### src/rtl/mpa_dbg_pkg.sv
// Shared encodings for the MIPS debug-port bridge: header fields, FSM states
// and address stepping constants.
package mpa_dbg_pkg;

  typedef enum logic [1:0] {
    OP_WRITE   = 2'b00,
    OP_READ    = 2'b01,
    OP_RELEASE = 2'b10,
    OP_ILLEGAL = 2'b11
  } op_e;

  typedef enum logic [1:0] {
    FN_IM      = 2'b00,
    FN_DM      = 2'b01,
    FN_MR      = 2'b10,
    FN_ILLEGAL = 2'b11
  } func_e;

  typedef enum logic [2:0] {
    ST_IDLE,
    ST_ADDR,
    ST_CNT,
    ST_WDAT,
    ST_WSTB,
    ST_RREQ,
    ST_RCAP,
    ST_RSND
  } state_e;

  localparam int ADDR_STEP_BYTE = 4;
  localparam int ADDR_STEP_WORD = 1;
  localparam int ADDR_BYTES     = 4;

  function automatic logic hdr_legal(input logic [7:0] hdr);
    return (hdr[7:6] != OP_ILLEGAL) && (hdr[5:4] != FN_ILLEGAL);
  endfunction

endpackage

### src/rtl/mpa_dbg_byte_shifter.sv
// NB-byte shift register: assembles a word from LSB-first bytes, or takes a
// parallel word and shifts it out LSB-first. `done` marks the final byte.
module mpa_dbg_byte_shifter #(
  parameter int DATA_WIDTH = 32
) (
  input  logic                  clk,
  input  logic                  rst_n,
  input  logic                  push,
  input  logic [7:0]            byte_in,
  input  logic                  load,
  input  logic [DATA_WIDTH-1:0] word_in,
  input  logic                  pop,
  output logic [DATA_WIDTH-1:0] word_nxt,
  output logic [7:0]            byte_out,
  output logic                  done
);

  localparam int NB = DATA_WIDTH / 8;
  localparam int CW = (NB > 1) ? $clog2(NB) : 1;

  logic [DATA_WIDTH-1:0] word_q, word_d;
  logic [CW-1:0]         cnt_q, cnt_d;

  assign done     = (cnt_q == CW'(NB - 1));
  assign byte_out = word_q[7:0];
  assign word_nxt = word_d;

  always_comb begin
    // NOTE: every variable gets its hold value first so no path leaves it unassigned (no latch).
    word_d = word_q;
    cnt_d  = cnt_q;
    if (load) begin
      word_d = word_in;
    end else if (push) begin
      word_d = (word_q >> 8) | (DATA_WIDTH'(byte_in) << (DATA_WIDTH - 8));
    end else if (pop) begin
      word_d = word_q >> 8;
    end
    if (push || pop) begin
      cnt_d = done ? '0 : cnt_q + CW'(1);
    end
  end

  // NOTE: state registers use non-blocking assignments so all flops update from pre-edge values.
  always_ff @(posedge clk or negedge rst_n) begin
    if (!rst_n) begin
      word_q <= '0;
      cnt_q  <= '0;
    end else begin
      word_q <= word_d;
      cnt_q  <= cnt_d;
    end
  end

endmodule

### src/rtl/mpa_debug_bridge.sv
// Command byte stream to mpa_mips_32 debug port: burst writes/reads into
// IM, DM or MR, read data returned as an LSB-first byte stream.
module mpa_debug_bridge
  import mpa_dbg_pkg::*;
#(
  parameter int DATA_WIDTH    = 32,
  parameter int ADDRESS_WIDTH = 32
) (
  input  logic                     CLK,
  input  logic                     HW_RSTn,
  input  logic                     s_valid,
  input  logic [7:0]               s_data,
  output logic                     s_ready,
  output logic                     m_valid,
  output logic [7:0]               m_data,
  input  logic                     m_ready,
  output logic                     mem_debug,
  output logic [1:0]               debug_func,
  output logic                     debug_we,
  output logic                     debug_re,
  output logic [ADDRESS_WIDTH-1:0] addr,
  output logic [DATA_WIDTH-1:0]    din,
  input  logic [DATA_WIDTH-1:0]    dout,
  output logic                     busy,
  output logic                     err
);

  state_e                   state_q, state_d;
  logic                     live_q, live_d;
  logic [1:0]               abyte_q, abyte_d;
  logic [ADDR_BYTES*8-1:0]  ash_q, ash_d;
  logic [7:0]               words_q, words_d;
  logic                     rd_q, rd_d;
  logic                     mem_debug_q, mem_debug_d;
  logic [1:0]               func_q, func_d;
  logic [ADDRESS_WIDTH-1:0] addr_q, addr_d;
  logic [DATA_WIDTH-1:0]    din_q, din_d;
  logic                     err_q, err_d;

  logic                     s_fire, m_fire;
  logic                     sh_push, sh_load, sh_pop, sh_done;
  logic [DATA_WIDTH-1:0]    sh_word_nxt;
  logic [7:0]               sh_byte;
  logic [ADDRESS_WIDTH-1:0] addr_step;

  mpa_dbg_byte_shifter #(
    .DATA_WIDTH(DATA_WIDTH)
  ) u_shifter (
    .clk      (CLK),
    .rst_n    (HW_RSTn),
    .push     (sh_push),
    .byte_in  (s_data),
    .load     (sh_load),
    .word_in  (dout),
    .pop      (sh_pop),
    .word_nxt (sh_word_nxt),
    .byte_out (sh_byte),
    .done     (sh_done)
  );

  // live_q keeps s_ready low until the first clock after reset release.
  assign s_ready = live_q && (state_q inside {ST_IDLE, ST_ADDR, ST_CNT, ST_WDAT});
  assign m_valid = (state_q == ST_RSND);
  assign m_data  = m_valid ? sh_byte : 8'h00;
  assign s_fire  = s_valid && s_ready;
  assign m_fire  = m_valid && m_ready;

  assign debug_we   = (state_q == ST_WSTB);
  assign debug_re   = (state_q == ST_RREQ);
  assign busy       = (state_q != ST_IDLE);
  assign mem_debug  = mem_debug_q;
  assign debug_func = func_q;
  assign addr       = addr_q;
  assign din        = din_q;
  assign err        = err_q;

  assign addr_step = (func_q == FN_MR) ? ADDRESS_WIDTH'(ADDR_STEP_WORD)
                                       : ADDRESS_WIDTH'(ADDR_STEP_BYTE);

  always_comb begin
    state_d     = state_q;
    live_d      = 1'b1;
    abyte_d     = abyte_q;
    ash_d       = ash_q;
    words_d     = words_q;
    rd_d        = rd_q;
    mem_debug_d = mem_debug_q;
    func_d      = func_q;
    addr_d      = addr_q;
    din_d       = din_q;
    err_d       = 1'b0;
    sh_push     = 1'b0;
    sh_load     = 1'b0;
    sh_pop      = 1'b0;

    unique case (state_q)
      ST_IDLE: begin
        if (s_fire) begin
          if (!hdr_legal(s_data)) begin
            err_d = 1'b1;
          end else if (s_data[7:6] == OP_RELEASE) begin
            if (mem_debug_q) begin
              mem_debug_d = 1'b0;
              func_d      = '0;
              addr_d      = '0;
              din_d       = '0;
            end
          end else begin
            mem_debug_d = 1'b1;
            func_d      = s_data[5:4];
            rd_d        = (s_data[7:6] == OP_READ);
            abyte_d     = '0;
            state_d     = ST_ADDR;
          end
        end
      end

      ST_ADDR: begin
        if (s_fire) begin
          ash_d   = {s_data, ash_q[ADDR_BYTES*8-1:8]};
          abyte_d = abyte_q + 2'd1;
          if (abyte_q == 2'(ADDR_BYTES - 1)) state_d = ST_CNT;
        end
      end

      ST_CNT: begin
        if (s_fire) begin
          // A count byte of 0 wraps through 255..1, giving 256 words.
          words_d = s_data;
          addr_d  = ash_q[ADDRESS_WIDTH-1:0];
          state_d = rd_q ? ST_RREQ : ST_WDAT;
        end
      end

      ST_WDAT: begin
        if (s_fire) begin
          sh_push = 1'b1;
          if (sh_done) begin
            din_d   = sh_word_nxt;
            state_d = ST_WSTB;
          end
        end
      end

      ST_WSTB: begin
        addr_d  = addr_q + addr_step;
        words_d = words_q - 8'd1;
        state_d = (words_q == 8'd1) ? ST_IDLE : ST_WDAT;
      end

      ST_RREQ: state_d = ST_RCAP;

      ST_RCAP: begin
        sh_load = 1'b1;
        state_d = ST_RSND;
      end

      ST_RSND: begin
        if (m_fire) begin
          sh_pop = 1'b1;
          if (sh_done) begin
            addr_d  = addr_q + addr_step;
            words_d = words_q - 8'd1;
            state_d = (words_q == 8'd1) ? ST_IDLE : ST_RREQ;
          end
        end
      end

      default: state_d = ST_IDLE;
    endcase
  end

  always_ff @(posedge CLK or negedge HW_RSTn) begin
    if (!HW_RSTn) begin
      state_q     <= ST_IDLE;
      live_q      <= 1'b0;
      abyte_q     <= '0;
      ash_q       <= '0;
      words_q     <= '0;
      rd_q        <= 1'b0;
      mem_debug_q <= 1'b0;
      func_q      <= '0;
      addr_q      <= '0;
      din_q       <= '0;
      err_q       <= 1'b0;
    end else begin
      state_q     <= state_d;
      live_q      <= live_d;
      abyte_q     <= abyte_d;
      ash_q       <= ash_d;
      words_q     <= words_d;
      rd_q        <= rd_d;
      mem_debug_q <= mem_debug_d;
      func_q      <= func_d;
      addr_q      <= addr_d;
      din_q       <= din_d;
      err_q       <= err_d;
    end
  end

endmodule

### config.mk
export PLATFORM = sky130hd
export DESIGN_NAME = mpa_debug_bridge
export DESIGN_NICKNAME = d
export VERILOG_FILES = /design/src/rtl/mpa_dbg_pkg.sv /design/src/rtl/mpa_dbg_byte_shifter.sv /design/src/rtl/mpa_debug_bridge.sv
export SDC_FILE = /design/constraint.sdc
export NUM_CORES = 1
export LEC_CHECK = 0
export BUFFER_PORTS_ARGS = -buffer_cell sky130_fd_sc_hd__buf_2
export CORE_MARGIN = 2
export CORE_UTILIZATION = 45
export CTS_CLUSTER_DIAMETER = 80
export DETAILED_ROUTE_END_ITERATION = 16
export PLACE_DENSITY = 0.66
export SETUP_SLACK_MARGIN = 0.5
export SLEW_MARGIN = 20
export SYNTH_ARGS = -nofsm -noshare
export SYNTH_HDL_FRONTEND = slang
export SYNTH_SLANG_ARGS = --single-unit
### constraint.sdc
create_clock -name CLK -period 6.8 [get_ports CLK]
set_clock_uncertainty 0.1 [all_clocks]
set_input_delay 0 -clock CLK [delete_from_list [all_inputs] [get_ports CLK]]
set_output_delay 0 -clock CLK [all_outputs]
set_load 0.005 [all_outputs]
==> results.toml <==
[power_and_ir_drop]
irDropWorstVdd_uv = 207
p_leak_nw = 4.35
total_power_w = 0.00391
p_per_area_mw_per_mm2 = 420

[critical_path]
r2r_end = "u_shifter.word_q[24]$_DFF_PN0_"
worstPathArrival_ns = 3.23
worst_setup_path_start_kind = "register"
end_kind = "register"
r2r_setup_slack_ns = 3.78
critical_path_required_ns = 7.01
ff2ff_path_depth = 6
r2r-start = "state_q[1]$_DFFE_PN0P_"
crit_fanout = 35
crit_type = "reg -> reg"

[floorplan]
pin_count = 125
die_area_mm2 = 0.0177
initial_core_util_pct = 45.7
die_h_um = 133
core_mm2 = 0.0164
row_count = 47
die_w_um = 133

[placed_design]
port_buffers = 124
place_area_mm2 = 0.00822
post-dp-hpwl_mm = 13.3
gp_congestion = 0.860

[clock_network]
cts_tree = "done"
htree_num_levels = 4
path_clk_slew_ns = 0.06
clock_sinks = 149
clk_path_buf_depth = 2
numCtsBuffers = 17
root_buffer = "clkbuf_16"
clkLatencyLatePin_ns = 0.42

[detailed_routing]
vias = 6404
dr.first_iter.drc_count = 525
drt-pass1-iter-count = 5
drt.antenna.violating_nets = 0
drt-total-wl_mm = 20.6
wl_per_cell_um = 19.0
via_per_inst = 5.90
drc = 0

[synthesis]
ys_seq_area_share_pct = 49.7
synthesis.nets = 753
ys_warn_count = 0
synth_top_flop_cell = "dfrtp_1"
synth.distinct_cells = 71
syn_area_mm2 = 0.00750
synth_enable_flop_cells = 0
syn_area_per_cell_um2 = 10.7
ys_ff_latch = 149
ys_async_sr_fraction_pct = 100
synth_cells = 703

[worst_hold_path]
min_to = "err$_DFF_PN0_"
hp-class = "in -> reg"
hold_depth = 3
min_from = "s_valid"

[timing]
slew_headroom_pct = 36.7
fmax_ghz = 0.331
fin_tns_setup_ns = 0
hold_viol = 0
drv_slew = 0
fin_crit_ns = 3.02
timing.final.crit_share_pct = 44.5
setup_viol = 0
worst_slew_pin_slew_ns = 0.949
rsz0062_at_grt = "no"

[grt]
antenna_found_initial = 0
grt_pass1_wl_mm = 33.8
grt_pass1_vias = 6332
grtUsageTotal_pct = 24.1
grt-ovfl-total = 0
grt_max_degree = 78

[final_layout]
final_util_pct = 56.7
fin_area_mm2 = 0.00931
final_nets = 904
diodes = 0
area_delta_synth_final_pct = 24.1
final_layout_size_suffix_gt1_share_pct = 27.5

[outcome]
run_status = "complete, no violations"

[run]
cap_violations = 0
==> routing by layer <==
metal	vias to the layer above	share of wire, %	global-route usage, %
met3	39	6.7	5.37
met2	278	47	38.5
met5	-	0	0
li1	2925	-	-
met1	3162	44	32.3
met4	0	2.7	9.52
==> synth_stat cells, types with 3 or more instances <==
cell	instances	area, µm²
dfrtp_1	149	3730
nand2_1	57	214
o21ai_0	44	220
a22o_1	37	324
mux2_2	32	360
nor3_1	27	135
nor2_1	26	97.6
a22oi_1	24	180
mux2i_1	24	240
o21ai_2	23	201
buf_2	20	100
o21ai_1	20	100
clkbuf_1	19	71.3
and2_1	17	106
nand3_1	16	80.1
inv_1	15	56.3
a21oi_1	14	70.1
o2bb2ai_1	10	87.6
a31oi_1	8	50.1
o31a_1	7	61.3
a32oi_1	6	52.6
ha_1	6	75.1
nand4_1	6	37.5
nor4_1	6	37.5
o22ai_1	6	37.5
a21o_1	5	37.5
and4_1	5	43.8
a41oi_1	4	35.0
and3_1	4	25.0
o211ai_1	4	30.0
a221oi_2	3	45.0
buf_4	3	22.5
buf_6	3	33.8
maj3_1	3	30.0
==> through the flow <==
| stage | hold WS, ns | cells | worst slack, ns |
|---|---|---|---|
| after floorplan | -0.396 | 703 | 4.61 |
| after global placement | -0.0246 | 1006 | 4.15 |
| after detailed placement | -0.0195 | 1006 | 4.10 |
| after CTS | 0.0283 | 1086 | 3.81 |
| after global routing | 0.0655 | 1086 | 3.61 |
| final | 0.0552 | 1086 | 3.78 |
==> cells in the final DEF, fill, tap and decap left out, drive strengths merged, types with 22 or more instances in the layout <==
cell type	netlist	final
o21ai	87	87
dfrtp	149	149
clkbuf	21	22
a22o	37	37
nor2	26	26
mux2i	24	24
mux2	34	34
nor3	29	29
nand2	59	59
buf	30	134
dlygate4sd3	0	49
a22oi	24	24
==> state kept, by name, summed over array words and instances (netlist names) <==
register,cells
words_q,8
mem_debug,1
u_shifter.word_q,32
live_q,1
err,1
ash_q,32
abyte_q,2
u_shifter.cnt_q,2
debug_func,2
rd_q,1
din,32
addr,32
state_q,3
==> critical path: stages (launching register included) <==
cell           delay [ns]
dfrtp_1              0.83
and3_1               0.59
a32oi_4              0.06
buf_4                0.34
a22oi_1              0.25
o21ai_1              0.12
dlygate4sd3_1        0.61
==> final cells by class <==
type                       count  area (µm²)
inverter                      16        60.1
fill                        1435        7100
clock inverter                 9         126
timing repair buffer         183        1190
tap                          220         275
multi-input combinational    487        3450
sequential                   149        3730
clock buffer                  22         474
==> worst max-delay path by stage <==
stage	start	end	slack [ns]	depth (start not counted)
after floorplan	debug_func[0]$_DFFE_PN0P_	addr[26]$_DFFE_PN0P_	4.61	9
after global placement	debug_func[0]$_DFFE_PN0P_	addr[13]$_DFFE_PN0P_	4.15	8
after detailed placement	state_q[1]$_DFFE_PN0P_	addr[20]$_DFFE_PN0P_	4.10	5
after CTS	state_q[1]$_DFFE_PN0P_	u_shifter.word_q[26]$_DFF_PN0_	3.81	6
after global routing	state_q[1]$_DFFE_PN0P_	u_shifter.word_q[24]$_DFF_PN0_	3.61	6
final	state_q[1]$_DFFE_PN0P_	u_shifter.word_q[24]$_DFF_PN0_	3.78	6
==> where the power goes <==
group | switching [W] | internal (W) | total (W)
registers | 0.000366 | 0.00122 | 0.00159
logic | 0.000738 | 0.000622 | 0.00136
clock network | 0.000359 | 0.000602 | 0.000961
total | 0.00146 | 0.00245 | 0.00391
==> kinds of logic (layout without fill, tap and decap cells) <==
kind of cell | after synthesis | in the layout | synth area share (%)
other cells | 1 | 1 | 0.0500
buf+inv | 67 | 230 | 4.60
flops | 149 | 149 | 49.7
compound gates | 227 | 227 | 21.8
xor+xnor | 2 | 2 | 0.334
simple gates | 189 | 189 | 13.6
fa+ha+maj | 10 | 10 | 1.55
mux | 58 | 58 | 8.31
==> timing repair <==
action | in CTS | in global routing
hold buffers | 49 | 0
gates resized for setup | 0 | 0
endpoints found under the hold margin | 155 | 0
buffers inserted | 0 | 0
Power figures use the tool's default switching activity.
